--- src/rtl/mod_unit.sv ---
// Unsigned A mod B by radix-4 restoring long division, 2 dividend bits per cycle.
// Operands are sampled continuously; any change restarts the computation.
module mod_unit #(
   parameter int WIDTH = 32
) (
   input  logic [WIDTH-1:0] A,
   input  logic [WIDTH-1:0] B,
   input  logic             clk,
   input  logic             reset,
   output logic [WIDTH-1:0] mod_result
);

   localparam int HALF = WIDTH / 2;
   localparam int CW   = $clog2(HALF + 1);

   typedef enum logic [1:0] {LOAD, ITER, DONE} state_t;

   state_t           r_state;
   logic [WIDTH-1:0] r_a, r_b, r_res;
   logic [WIDTH+1:0] r_rem;
   logic [CW-1:0]    r_cnt;

   logic             w_chg;
   logic [CW:0]      w_shamt;
   logic [1:0]       w_bits;
   logic [WIDTH+1:0] w_r4, w_b1, w_b2, w_b3, w_sub, w_nxt;

   assign w_chg   = (A != r_a) || (B != r_b);
   // Counter counts down, so the pair at 2*(cnt-1) is the next one MSB-first.
   assign w_shamt = {r_cnt - 1'b1, 1'b0};
   assign w_bits  = 2'(r_a >> w_shamt);
   assign w_r4    = (r_rem << 2) | {{WIDTH{1'b0}}, w_bits};
   assign w_b1    = {2'b00, r_b};
   assign w_b2    = {1'b0, r_b, 1'b0};
   assign w_b3    = w_b1 + w_b2;

   always_comb begin
      w_sub = '0;
      if (w_r4 >= w_b3)      w_sub = w_b3;
      else if (w_r4 >= w_b2) w_sub = w_b2;
      else if (w_r4 >= w_b1) w_sub = w_b1;
   end

   assign w_nxt      = w_r4 - w_sub;
   assign mod_result = r_res;

   always_ff @(posedge clk or negedge reset) begin
      if (!reset) begin
         r_state <= LOAD;
         r_a     <= '0;
         r_b     <= '0;
         r_rem   <= '0;
         r_cnt   <= '0;
         r_res   <= '0;
      end else begin
         case (r_state)
            LOAD: begin
               r_a     <= A;
               r_b     <= B;
               r_rem   <= '0;
               r_cnt   <= CW'(HALF);
               r_state <= ITER;
            end
            ITER: begin
               if (w_chg) begin
                  r_state <= LOAD;
               end else begin
                  r_rem <= w_nxt;
                  r_cnt <= r_cnt - 1'b1;
                  if (r_cnt == CW'(1)) begin
                     r_res   <= w_nxt[WIDTH-1:0];
                     r_state <= DONE;
                  end
               end
            end
            DONE: if (w_chg) r_state <= LOAD;
            default: r_state <= LOAD;
         endcase
      end
   end

endmodule

--- config.mk ---
export PLATFORM = sky130hd
export DESIGN_NAME = mod_unit
export DESIGN_NICKNAME = d
export VERILOG_FILES = /design/src/rtl/mod_unit.sv
export SDC_FILE = /design/constraint.sdc
export NUM_CORES = 1
export LEC_CHECK = 0
export ABC_AREA = 1
export CAP_MARGIN = 10
export CORE_ASPECT_RATIO = 0.6
export CORE_MARGIN = 2
export CORE_UTILIZATION = 50
export CTS_CLUSTER_DIAMETER = 100
export CTS_CLUSTER_SIZE = 10
export DETAILED_ROUTE_END_ITERATION = 6
export HOLD_SLACK_MARGIN = 0.1
export PLACE_DENSITY = 0.73
export REMOVE_ABC_BUFFERS = 1
export SLEW_MARGIN = 20
export SYNTH_ARGS = -nofsm -noshare
export SYNTH_HDL_FRONTEND = slang
export SYNTH_SLANG_ARGS = --single-unit
--- constraint.sdc ---
create_clock -name clk -period 4.95 [get_ports clk]
set_input_delay 0.7425 -clock clk [delete_from_list [all_inputs] [get_ports clk]]
set_output_delay 0.7425 -clock clk [all_outputs]
set_load 0.1 [all_outputs]
==> metrics.txt <==
vias in the first global route=13720; Slew headroom=31.66%; core area=24060 um^2; initial DRC count=1429; status=complete, but fails checks; WHS=0.2611 ns; DPL Wire Length=33.89 mm; final WL=49.03 mm; CTS tree=built; sequential power share=33.0%; Seq cells post-synth=135; Max-cap violations=0; simple-gate share of the synthesized area=23.62%; Compound-Gate Fraction of Synth Area=17.95%; Slew Limit Fails=0; internal power=2.430 mW; num rows=44; I/O Pins=98; sequential-to-total area share from yosys stat=27.71%; P_leak=9.373 nW; Final Setup Violations=60; Crit path required time=5.29 ns; Post-Syn Area=12190 um^2; f_max=168.4 MHz; Commonest cells post-synth=nand2_1 (474), ha_1 (162), dfrtp_1 (135), inv_1 (135), o21ai_0 (128); DR pass1 iterations=6; Net Sw Power=1.098 mW; first-pass GRT wire length=73.49 mm; Sw Ratio=31.12%; DIE AREA=25690 um^2; via count=14190; cell taking the most area after synthesis=dfrtp_1; Synth-to-Final Area Change=55.96%; xor and xnor fraction of the mapped netlist area=7.472%; Max IR drop VDD=217.0 uV; CP max FO=5; Starting Density=50.67%; initial antenna violation count=1; violated checks=setup timing; Worst-Margin Slew=1.025 ns; main combinational cell family by area after synthesis=simple AND/OR/NAND/NOR gates; post-synthesis mux area share=0%; asr flop ratio synth=100.0%; clock root cell=clkbuf_16; Syn. warnings=0; Clock Skew=0.01203 ns; combinational share of power=29.6%; classification of the worst setup path=reg2reg; Via density=5.744; Post-synth EDFFs=0; Total Nets Final=2366; share of post-route cells with drive strength above 1=34.02%; gp weighted congestion=0.9512; count leader, synth=nand2_1; DRT antenna net count=0; clk sinks=135; crit share post-route=119.9%; GRT Overall Usage=37.17%; largest net degree at the start of global routing=114; Syn Inst Count=1664; Main synth FF type=dfrtp_1; Die Wd=205.6 um; fillers=1578; die height=125.0 um; Critical Path Slowest Stage Cell=dfrtp_1; synth top area cells=dfrtp_1 (28%), ha_1 (17%), nand2_1 (15%), xnor2_1 (5.3%), o21ai_0 (5.3%); Pwr per Cell Area=185.6 nW/um^2; crit start category=flip-flop; crit end category=flip-flop; Final Util=79.03%; DR WL/cell=19.84 um; Cell variety after synth=48; H-tree level count=4; Avg Cell Area, Syn=7.326 um^2; Remaining DRCs=0; max incr delay on CP=0.47 ns; number of CTS-inserted buffers=17; Clk Latency, worst-skew pair=0.47 ns; grt total ovfl=0; Setup TNS=-44.15 ns; Post-Synth Adder-Cell Area=16.96%; worst min-delay path category=in2async; RSZ-0062 raised after global routing=true; Clock Power Share=37.4%; Final Hold Viols=0; Ant. Diodes=0; Clock Path Buffers=2; I/O Buffers=97; minimum clock period=5.937 ns; Synth top area share=27.71%; Crit path arrival time=6.28 ns; Worst-path clk slew=0.06 ns; final setup margin=-0.9873 ns
## repair_timing
action | in CTS | in global routing
pin swaps | 114 | 83
gates resized for setup | 289 | 121
buffers inserted | 60 | 35
setup endpoints to repair | 62 | 62
hold buffers | 0 | 0
gates cloned | 4 | 1
## flip-flops by register name, indices dropped and copies added, names as in the netlist
register	flops
r_b	32
r_rem	32
r_a	32
mod_result	32
r_cnt	5
r_state	2
## final timing paths
check                                            from                         end  slack (ns)  depth (start not counted)
max reg2reg                       r_b[16]$_DFFE_PN0P_       r_rem[25]$_DFFE_PN0P_       -0.99                         33
max                               r_b[16]$_DFFE_PN0P_       r_rem[25]$_DFFE_PN0P_       -0.99                         33
min reg2reg                mod_result[27]$_DFFE_PN0P_  mod_result[27]$_DFFE_PN0P_        0.47                          2
min in group clk           mod_result[27]$_DFFE_PN0P_  mod_result[27]$_DFFE_PN0P_        0.47                          2
max in group asynchronous                       reset          r_b[2]$_DFFE_PN0P_        3.69                          2
min                                             reset         r_a[11]$_DFFE_PN0P_        0.26                          1
## layer usage
metal	vias to the layer above	wire length [um]	GRT usage (%)
met5	-	125	3.195
met4	4	1250	10.16
met3	134	5416	12.02
met2	710	21360	55.22
met1	6737	20870	51.59
li1	6608	-	-
## placed cells by master, fill, tap and decap left out, types with 59 or more instances in the layout
| cell type | synthesis | layout |
|---|---|---|
| clkdlybuf4s50_1 | 0 | 96 |
| dfrtp_1 | 135 | 119 |
| inv_1 | 135 | 126 |
| ha_1 | 162 | 121 |
| nand2_1 | 474 | 421 |
| o21ai_0 | 128 | 89 |
| a21oi_1 | 115 | 81 |
| nor2_1 | 92 | 81 |
| buf_4 | 2 | 352 |
| xnor2_1 | 74 | 59 |
## power groups by stage
stage | Combinational (mW) | Clock, mW | Sequential, mW
floorplan | 0.378 | 0 | 1.17
finish | 1.04 | 1.32 | 1.17
global placement | 0.790 | 0 | 1.17
CTS | 0.944 | 1.32 | 1.16
global route | 1.12 | 1.38 | 1.17
detailed placement | 0.804 | 0 | 1.17
## logic make-up (layout without fill, tap and decap cells)
| logic type | Yosys count | after routing |
|---|---|---|
| adders and majority gates | 164 | 164 |
| and+or+nand+nor | 697 | 699 |
| xor gates and xnor gates | 104 | 104 |
| buffers and inverters | 186 | 669 |
| AOI/OAI and AO/OA | 378 | 378 |
| DFF | 135 | 135 |
## cell type report
cell class	count	area, um^2	share of cell area [%]
multi-input cells	1345	9888	52.01
repair buffers	493	4183	22.00
flip-flops and latches	135	3398	17.87
inverters	144	545.5	2.869
clock buffers	21	470.5	2.474
well taps	322	402.9	2.119
clock inverters	11	123.9	0.6515
## critical path, delay by kind of cell (launching register included)
kind	cells	cell delay [ns]
buf+inv	4	0.60
flops	1	0.47
compound gates	9	1.42
simple gates	15	2.11
fa+ha+maj	3	0.94
xor+xnor	2	0.29
## metrics by stage
| step | cells | cell area, um^2 | power [mW] | setup slack [ns] |
|---|---|---|---|---|
| after CTS | 2436 | 18170 | 3.427 | -0.6690 |
| final | 2471 | 19010 | 3.528 | -0.9873 |
| after floorplan | 1622 | 11960 | 1.550 | -1.021 |
| after global routing | 2471 | 19010 | 3.666 | -1.236 |
| after global placement | 2344 | 15650 | 1.963 | -1.565 |
| after detailed placement | 2344 | 15650 | 1.978 | -1.711 |
Power figures use the tool's default switching activity.
